[config.mk]
export PLATFORM = sky130hd
export DESIGN_NAME = memristor_infra_multiplier_axi4_ctrl
export DESIGN_NICKNAME = d
export VERILOG_FILES = /design/src/rtl/memristor_infra_multiplier_axi4_ctrl.sv
export SDC_FILE = /design/constraint.sdc
export NUM_CORES = 1
export LEC_CHECK = 0
export CAP_MARGIN = 20
export CELL_PAD_IN_SITES_DETAIL_PLACEMENT = 0
export CELL_PAD_IN_SITES_GLOBAL_PLACEMENT = 2
export CORE_UTILIZATION = 32
export DETAILED_ROUTE_END_ITERATION = 7
export HOLD_SLACK_MARGIN = 0.03
export PLACE_DENSITY = 0.88
export SETUP_SLACK_MARGIN = 0.5
export SLEW_MARGIN = 20
export SYNTH_ARGS = -nofsm -noshare
export SYNTH_HDL_FRONTEND = slang
export SYNTH_SLANG_ARGS = --single-unit
export TNS_END_PERCENT = 50
[constraint.sdc]
create_clock -name ACLK -period 4.55 [get_ports ACLK]
set_input_delay 0.6825 -clock ACLK [delete_from_list [all_inputs] [get_ports ACLK]]
set_output_delay 0.6825 -clock ACLK [all_outputs]
set_load 0.1 [all_outputs]
[src/rtl/memristor_infra_multiplier_axi4_ctrl.sv]
// AXI4-Lite slave around a signed sequential shift-add multiplier.
// Products are buffered in a small FIFO and drained through RESULT reads.
module memristor_infra_multiplier_axi4_ctrl #(
    parameter int OP_W       = 4,
    parameter int FIFO_DEPTH = 4
) (
    input  logic        ACLK,
    input  logic        ARESET,
    input  logic [31:0] AWADDR,
    input  logic [2:0]  AWPROT,
    input  logic        AWVALID,
    output logic        AWREADY,
    input  logic [31:0] WDATA,
    input  logic [3:0]  WSTRB,
    input  logic        WVALID,
    output logic        WREADY,
    output logic [1:0]  BRESP,
    output logic        BVALID,
    input  logic        BREADY,
    input  logic [31:0] ARADDR,
    input  logic [2:0]  ARPROT,
    input  logic        ARVALID,
    output logic        ARREADY,
    output logic [31:0] RDATA,
    output logic [1:0]  RRESP,
    output logic        RVALID,
    input  logic        RREADY,
    output logic        IRQ
);
    localparam int PW   = 2 * OP_W;
    localparam int PTRW = $clog2(FIFO_DEPTH);
    localparam int CNTW = PTRW + 1;
    localparam int STPW = $clog2(OP_W) + 1;

    localparam logic [1:0] S_IDLE = 2'd0;
    localparam logic [1:0] S_CALC = 2'd1;
    localparam logic [1:0] S_PUSH = 2'd2;

    localparam logic [7:0] A_CTRL = 8'h00;
    localparam logic [7:0] A_STAT = 8'h04;
    localparam logic [7:0] A_MPLR = 8'h08;
    localparam logic [7:0] A_MCND = 8'h0C;
    localparam logic [7:0] A_RES  = 8'h10;

    logic            awready_q, wready_q, bvalid_q;
    logic [1:0]      bresp_q;
    logic [7:0]      awaddr_q;
    logic [31:0]     wdata_q;
    logic [3:0]      wstrb_q;
    logic            rvalid_q;
    logic [1:0]      rresp_q;
    logic [31:0]     rdata_q;

    logic [1:0]      state;
    logic [STPW-1:0] step;
    logic            start_q;
    logic [OP_W:0]   mplier;
    logic [PW-1:0]   mcand, acc;
    logic            neg;

    logic [OP_W-1:0] op_a, op_b;
    logic            irq_en, done, ovf, irq_q;

    logic [PW-1:0]   mem [FIFO_DEPTH];
    logic [PTRW-1:0] wptr, rptr;
    logic [CNTW-1:0] count;

    logic            wr_fire, wr_err, wr_ok;
    logic [31:0]     wmask;
    logic            sel_ctrl, sel_stat, sel_mplr, sel_mcnd;
    logic            ctrl_wr, do_start, do_clr, w1c_done, w1c_ovf;
    logic            busy, start_blk;
    logic [PW-1:0]   product;
    logic            push_evt, push_ok, full, empty;
    logic            ar_fire, rd_err, pop;
    logic [31:0]     rd_data, stat_word;
    logic            done_n, ovf_n, ien_n;
    logic            unused_bits;

    function automatic logic [OP_W:0] mag(input logic [OP_W-1:0] v);
        logic [OP_W:0] e;
        e = {v[OP_W-1], v};
        return e[OP_W] ? -e : e;
    endfunction

    assign AWREADY = awready_q;
    assign WREADY  = wready_q;
    assign BVALID  = bvalid_q;
    assign BRESP   = bresp_q;
    assign ARREADY = ~rvalid_q;
    assign RVALID  = rvalid_q;
    assign RRESP   = rresp_q;
    assign RDATA   = rdata_q;
    assign IRQ     = irq_q;

    assign unused_bits = ^{AWADDR[31:8], ARADDR[31:8], AWPROT, ARPROT};

    assign wr_fire  = ~awready_q & ~wready_q & ~bvalid_q;
    assign wmask    = {{8{wstrb_q[3]}}, {8{wstrb_q[2]}},
                       {8{wstrb_q[1]}}, {8{wstrb_q[0]}}};
    assign sel_ctrl = awaddr_q == A_CTRL;
    assign sel_stat = awaddr_q == A_STAT;
    assign sel_mplr = awaddr_q == A_MPLR;
    assign sel_mcnd = awaddr_q == A_MCND;

    assign busy      = state != S_IDLE;
    // The finishing PUSH cycle may already accept the next START.
    assign start_blk = start_q | (state == S_CALC);

    always_comb begin
        wr_err = 1'b0;
        unique case (1'b1)
            sel_ctrl: wr_err = wstrb_q[0] & wdata_q[0] & start_blk;
            sel_stat: wr_err = |(wdata_q & wmask & ~32'h12);
            sel_mplr: wr_err = 1'b0;
            sel_mcnd: wr_err = 1'b0;
            default:  wr_err = 1'b1;
        endcase
    end

    assign wr_ok    = wr_fire & ~wr_err;
    assign ctrl_wr  = wr_ok & sel_ctrl & wstrb_q[0];
    assign do_clr   = ctrl_wr & wdata_q[1];
    assign do_start = ctrl_wr & wdata_q[0] & ~wdata_q[1];
    assign w1c_done = wr_ok & sel_stat & wstrb_q[0] & wdata_q[1];
    assign w1c_ovf  = wr_ok & sel_stat & wstrb_q[0] & wdata_q[4];

    assign product  = neg ? -acc : acc;
    assign full     = count == CNTW'(FIFO_DEPTH);
    assign empty    = count == '0;
    assign push_evt = (state == S_PUSH) & ~do_clr;
    assign push_ok  = push_evt & ~full;

    always_comb begin
        stat_word            = '0;
        stat_word[0]         = busy;
        stat_word[1]         = done;
        stat_word[2]         = empty;
        stat_word[3]         = full;
        stat_word[4]         = ovf;
        stat_word[8 +: CNTW] = count;
    end

    assign ar_fire = ARVALID & ~rvalid_q;

    always_comb begin
        rd_data = '0;
        rd_err  = 1'b0;
        case (ARADDR[7:0])
            A_CTRL: rd_data = {29'd0, irq_en, 2'd0};
            A_STAT: rd_data = stat_word;
            A_MPLR: rd_data = 32'(op_a);
            A_MCND: rd_data = 32'(op_b);
            A_RES: begin
                if (empty) rd_err = 1'b1;
                else       rd_data = 32'($signed(mem[rptr]));
            end
            default: rd_err = 1'b1;
        endcase
    end

    assign pop = ar_fire & (ARADDR[7:0] == A_RES) & ~empty;

    always_comb begin
        done_n = do_clr ? 1'b0 : ((done & ~w1c_done) | push_evt);
        ovf_n  = do_clr ? 1'b0 : ((ovf & ~w1c_ovf) | (push_evt & full));
        ien_n  = ctrl_wr ? wdata_q[2] : irq_en;
    end

    always_ff @(posedge ACLK) begin
        if (ARESET) begin
            awready_q <= 1'b1;
            wready_q  <= 1'b1;
            bvalid_q  <= 1'b0;
            bresp_q   <= 2'b00;
            awaddr_q  <= '0;
            wdata_q   <= '0;
            wstrb_q   <= '0;
        end else begin
            if (AWVALID && awready_q) begin
                awready_q <= 1'b0;
                awaddr_q  <= AWADDR[7:0];
            end
            if (WVALID && wready_q) begin
                wready_q <= 1'b0;
                wdata_q  <= WDATA;
                wstrb_q  <= WSTRB;
            end
            if (wr_fire) begin
                bvalid_q <= 1'b1;
                bresp_q  <= wr_err ? 2'b10 : 2'b00;
            end else if (bvalid_q && BREADY) begin
                bvalid_q  <= 1'b0;
                awready_q <= 1'b1;
                wready_q  <= 1'b1;
            end
        end
    end

    always_ff @(posedge ACLK) begin
        if (ARESET) begin
            rvalid_q <= 1'b0;
            rresp_q  <= 2'b00;
            rdata_q  <= '0;
        end else if (ar_fire) begin
            rvalid_q <= 1'b1;
            rdata_q  <= rd_data;
            rresp_q  <= rd_err ? 2'b10 : 2'b00;
        end else if (rvalid_q && RREADY) begin
            rvalid_q <= 1'b0;
        end
    end

    always_ff @(posedge ACLK) begin
        if (ARESET) begin
            op_a <= '0;
            op_b <= '0;
        end else begin
            if (wr_ok && sel_mplr)
                op_a <= (wdata_q[OP_W-1:0] & wmask[OP_W-1:0])
                      | (op_a & ~wmask[OP_W-1:0]);
            if (wr_ok && sel_mcnd)
                op_b <= (wdata_q[OP_W-1:0] & wmask[OP_W-1:0])
                      | (op_b & ~wmask[OP_W-1:0]);
        end
    end

    // Operands are latched on the START write; the FSM leaves IDLE one edge later.
    always_ff @(posedge ACLK) begin
        if (ARESET) begin
            state   <= S_IDLE;
            step    <= '0;
            start_q <= 1'b0;
            mplier  <= '0;
            mcand   <= '0;
            acc     <= '0;
            neg     <= 1'b0;
        end else if (do_clr) begin
            state   <= S_IDLE;
            start_q <= 1'b0;
        end else begin
            start_q <= do_start;
            if (do_start) begin
                mplier <= mag(op_a);
                mcand  <= PW'(mag(op_b));
                neg    <= op_a[OP_W-1] ^ op_b[OP_W-1];
                acc    <= '0;
            end
            unique case (state)
                S_IDLE: begin
                    if (start_q) begin
                        state <= S_CALC;
                        step  <= '0;
                    end
                end
                S_CALC: begin
                    if (mplier[0]) acc <= acc + mcand;
                    mcand  <= mcand << 1;
                    mplier <= mplier >> 1;
                    step   <= step + STPW'(1);
                    if (step == STPW'(OP_W - 1)) state <= S_PUSH;
                end
                S_PUSH:  state <= S_IDLE;
                default: state <= S_IDLE;
            endcase
        end
    end

    always_ff @(posedge ACLK) begin
        if (push_ok) mem[wptr] <= product;
    end

    always_ff @(posedge ACLK) begin
        if (ARESET || do_clr) begin
            wptr  <= '0;
            rptr  <= '0;
            count <= '0;
        end else begin
            if (push_ok) wptr <= wptr + PTRW'(1);
            if (pop)     rptr <= rptr + PTRW'(1);
            case ({push_ok, pop})
                2'b10:   count <= count + CNTW'(1);
                2'b01:   count <= count - CNTW'(1);
                default: count <= count;
            endcase
        end
    end

    always_ff @(posedge ACLK) begin
        if (ARESET) begin
            done   <= 1'b0;
            ovf    <= 1'b0;
            irq_en <= 1'b0;
            irq_q  <= 1'b0;
        end else begin
            done   <= done_n;
            ovf    <= ovf_n;
            irq_en <= ien_n;
            irq_q  <= ien_n & (done_n | ovf_n);
        end
    end

endmodule

Word level (Yosys, flattened, before mapping)
Memory sizes are Yosys's and may differ from the RTL's. A register that Yosys moved wholly into a read port is not among the register bits. Cells that the tools add are included.

Flip-flop bits (word level): 131. Bits in writable memories: 32. Bits of input ports: 113. Word-level logic and storage cells: 162. Memories: 1.

Add/subtract/negate cells: 9. Equal/unequal tests: 15. Multiplexer cells: 40. Bitwise operators: 46. Reduce and logical (&&, ||, !) cells: 25.

Memory list: mem (depth 4, bits a word 8, read ports 1, clocked after memory_dff 1, write ports 1, RTL line 64) `logic [PW-1:0] mem [FIFO_DEPTH];`.

Operator list (count): 32-bit one-hot mux with 5 select lines (1); 8-bit two-way mux (6); 32-bit bitwise AND (1); 8-bit by 4-bit == test with 1-bit output (second input constant) (4); 32-bit two-way mux (1); 30-bit OR reduction (1); 1-bit bitwise AND (23); 5-bit two-way mux (4); 8-bit by 3-bit == test with 1-bit output (second input constant) (2); 8-bit zero test (2); 1-bit two-way mux (16); 4-bit bitwise AND (3); 2-bit two-way mux (6); 3-bit one-hot mux with 2 select lines (2); 2-bit nonzero test (6); 1-bit NOT (11); 5-bit negator (2); 8-bit adder (1); 8-bit by 5-bit == test with 1-bit output (second input constant) (1); 8-bit negator (1); 4-bit OR (2); 3-bit by 1-bit adder with 3-bit output (second input constant) (2); 1-bit logical AND (6); 2-bit AND reduction (3); other kinds (21) (28).

Longest topological paths before layout
Depth after elaboration: 16. Mapped depth: 12. Mapped depth without buffers: 12.

Worst setup path before layout
No wires, ideal clock.

Path type: input port to flip-flop. From: in ARADDR[3]. To: reg count[2]. Library setup time: 117 ps. Data arrival time: 2829 ps. Required time: 4433 ps. Setup slack: 1604 ps. Stages: 11. Cells stage by stage: buf_2 -> or3b_4 -> nor4b_4 -> and2_2 -> ha_1 -> inv_1 -> fa_1 -> xor2_1 -> nor2_1 -> xnor2_1 -> nor2_1.

Cells in the longest elaborated chain, start to end: 5. Elaborated cells on any way between the ends: 7. Classes of those cells: eq/ne: 3; mux: 1; bitwise: 2; reduce/logical: 1.

RTL lines: from (decl) (RTL line 20) `input logic [31:0] ARADDR,`; 8-bit by 5-bit == test with 1-bit output (*) (RTL line 162) `assign pop = ar_fire & (ARADDR[7:0] == A_RES) & ~empty;`; 1-bit bitwise AND (*) (2 in a row) (RTL line 162); via pop (RTL line 75) `logic ar_fire, rd_err, pop;`; 2-bit by 1-bit == test with 1-bit output / 2-bit == test (equally long branches) (RTL line 281) `case ({push_ok, pop})`; 3-bit one-hot mux with 2 select lines / 2-bit nonzero test (equally long branches); to (signal assigned) (RTL line 282) `2'b10: count <= count + CNTW'(1);`; to (signal assigned) (RTL line 283) `2'b01: count <= count - CNTW'(1);`; to (signal assigned) (RTL line 284) `default: count <= count;`; to (decl) (RTL line 66) `logic [CNTW-1:0] count;`.

The timed path passes the listed nets; every way through them passes the cells marked *. A chain may end at the register's enable or synchronous reset.

==> impl_metrics.env <==
export IMPL_cp_max_fo=23
export IMPL_synth_cell_type_count=60
export IMPL_max_cap_viol_count=0
export IMPL_status="completed"
export IMPL_cts_root_buffer="clkbuf_16"
export IMPL_layout_commonest_cell="nand2_1"
export IMPL_cts_sinks=142
export IMPL_synth_top_area_share_pct=34.5
export IMPL_synth_flop_cell="dfxtp_1"
export IMPL_drt_pass1_iter_count=4
export IMPL_mostFrequentLayoutCells="114 x nand2_1, 110 x dfxtp_1, 97 x clkdlybuf4s50_1"
export IMPL_period_needed_ns=3.10
export IMPL_cp_required_ns=3.87
export IMPL_hold_violations=0
export IMPL_design_area_um2=7990
export IMPL_cp_arrival_ns=2.42
export IMPL_power_density_nw_per_um2=354
export IMPL_cp_num_buf_inv=1
export IMPL_yosysSeqAreaShare_pct=49.6
export IMPL_crit_family="buffers and inverters"
export IMPL_pwr_share_comb_pct=7.0
export IMPL_post_cts_resize_count=0
export IMPL_fin_crit_sh_pct=68.1
export IMPL_cts_made_buffers=17
export IMPL_ys_seq_elements=142
export IMPL_overflow=0
export IMPL_grt_usage_pct=14.9
export IMPL_path_class="flop to primary output"
export IMPL_hold_path_class="flop to flop"
export IMPL_setup_viol=0
export IMPL_synth_async_sr_flop_share_pct=0
export IMPL_drc_errors=0
export IMPL_ir_drop_mv=0.242
export IMPL_io_pins=155
export IMPL_leakagePower_nw=2.78
export IMPL_path_clk_slew_ns=0.06
export IMPL_drv_slew=0
export IMPL_wl_um=14500
export IMPL_switching_power_uw=660
export IMPL_intPower_mw=2.16
export IMPL_gp_congestion=0.758
export IMPL_pwr_share_clk_pct=45.9
export IMPL_core_area_um2=19500
export IMPL_nets=875
export IMPL_num_rows=51
export IMPL_crit_chain="clkdlybuf4s50_1"
export IMPL_synth_edf_count=32
export IMPL_yosysWarnings=0
export IMPL_fp_dieArea_um2=20500
export IMPL_clock_path_buffers=2
export IMPL_clock_fmax_ghz=0.323
export IMPL_yosys_top_cells_area="dfxtp_1 35%, edfxtp_1 15%, nand2_1 6.7%"
export IMPL_clk_latency_ns=0.43
export IMPL_tns_ns=0
export IMPL_fill_cells=2005
export IMPL_grt_max_degree=97
export IMPL_skew_ns=0.00921
export IMPL_viasPerCell=4.78
export IMPL_antenna_found_initial=0
export IMPL_drive_above_1_share_pct=7.94
export IMPL_synth_top_cell_by_area="dfxtp_1"
export IMPL_antenna_left=0
export IMPL_avgRoutedWirePerCell_um=14.2
export IMPL_tightest_slew_ns=1.03
export IMPL_start_util_pct=32.7
export IMPL_start_kind="flop"
export IMPL_vias=4880
export IMPL_die_x_um=143
export IMPL_synth_area_um2=6380
export IMPL_cts_tree="built"
export IMPL_relSlewSlack_pct=31.2
export IMPL_synth_cells=676
export IMPL_htreeDepth=4
export IMPL_dpl_hpwl_um=10100
export IMPL_critPathSlowestCell="clkdlybuf4s50_1"
export IMPL_initialDrtViolationCount=229
export IMPL_antenna_cells=0
export IMPL_cp_end_kind="primary output"
export IMPL_area_growth_pct=25.2
export IMPL_p_seq_share_pct=47.1
export IMPL_rsz0062_at_grt="no"
export IMPL_postCtsSetupBuffers=0
export IMPL_numPortBuffers=98
export IMPL_grt_pass1_wl_um=23500
export IMPL_placed_area_um2=7420
export IMPL_slowest_delay_ns=1.26
export IMPL_grt_pass1_vias=4669
export IMPL_postSynthAreaPerCell_um2=9.44
export IMPL_hold_buffers=0
export IMPL_die_h_um=143
export IMPL_p_sw_share_pct=23.4
power groups by stage:
stage	Sequential [mW]	Combinational (mW)	Clock (mW)
after CTS	1.33	0.202	1.32
after detailed placement	1.36	0.201	0
final	1.33	0.199	1.30
after global routing	1.33	0.217	1.38
after global placement	1.36	0.201	0
after floorplan	1.38	0.0958	0
sequential cells by signal (all words and copies together), names as in the netlist, 2 cells and up, named ones only:
register and flops:
acc 8, mem 32, RDATA 11, count 3, rptr 2, wdata_q 32, mcand 8, mplier 5
wstrb_q 4, awaddr_q 8, step 3, wptr 2, state 2
area by class of cell:
| type | instances | area (um^2) | area share [%] |
|---|---|---|---|
| Clock inverter | 10 | 58.8 | 0.736 |
| Sequential cell | 142 | 3160 | 39.6 |
| Tap cell | 265 | 332 | 4.15 |
| Multi-Input combinational cell | 456 | 2840 | 35.5 |
| Inverter | 24 | 90.1 | 1.13 |
| Clock buffer | 22 | 499 | 6.25 |
| Timing Repair Buffer | 102 | 1010 | 12.6 |
per-layer routing:
| layer | up-vias | GRT usage, % | wire length, um |
|---|---|---|---|
| li1 | 2475 | - | - |
| met1 | 2287 | 19.5 | 7000 |
| met2 | 101 | 24.3 | 6690 |
| met3 | 17 | 2.95 | 629 |
| met4 | 0 | 5.60 | 203 |
| met5 | - | 0 | 0 |
kinds of logic (layout without fill, tap and decap cells):
| logic type | Yosys count | count (layout) | share of synthesized area, % |
|---|---|---|---|
| adders and majority gates | 19 | 19 | 3.96 |
| other | 1 | 2 | 0.0588 |
| xor gates and xnor gates | 18 | 18 | 2.47 |
| muxes | 21 | 21 | 5.10 |
| DFF | 142 | 142 | 49.6 |
| buffers and inverters | 79 | 158 | 6.16 |
| and+or+nand+nor | 257 | 257 | 19.1 |
| AOI/OAI and AO/OA | 139 | 139 | 13.6 |
per-stage QoR:
stage                     setup WS (ns)  power (mW)  hold slack [ns]  std cells  utilization [%]
after floorplan                    1.60        1.47            0.431        677                -
after global placement             1.05        1.56            0.439        989             38.0
after detailed placement           1.05        1.56            0.443        989             38.0
after CTS                          1.41        2.86            0.454       1021             40.9
after global routing               1.28        2.93            0.471       1021             40.9
final                              1.45        2.82            0.450       1021             40.9
synth_stat cells (4+ instances only):
cell type and count:
clkbuf_1 21, nor2b_1 12, inv_1 24, nand3_1 19, xnor2_1 13, nor4_1 8
mux4_2 9, nor3_1 6, a31oi_1 5, edfxtp_1 32, a21oi_1 72, buf_4 24
o211ai_1 7, o21ai_0 7, nand2_1 114, nand2b_1 6, buf_1 5, a22oi_1 7
buf_2 5, mux2i_1 10, ha_1 17, dfxtp_1 110, a2bb2oi_1 8, a211oi_1 4
nand4_1 5, nor2_1 57, a21boi_0 4, and2_1 6, xor2_1 5
final timing paths:
kind	start	end	slack (ns)	cells past startpoint
max	RDATA[30]	RDATA[11]	1.45	1
min	mplier[1]	mplier[1]	0.45	2
max reg2reg	state[1]	count[2]	1.55	12
min reg2reg	mplier[1]	mplier[1]	0.45	2
No activity file was read; power rests on OpenSTA's default activity.
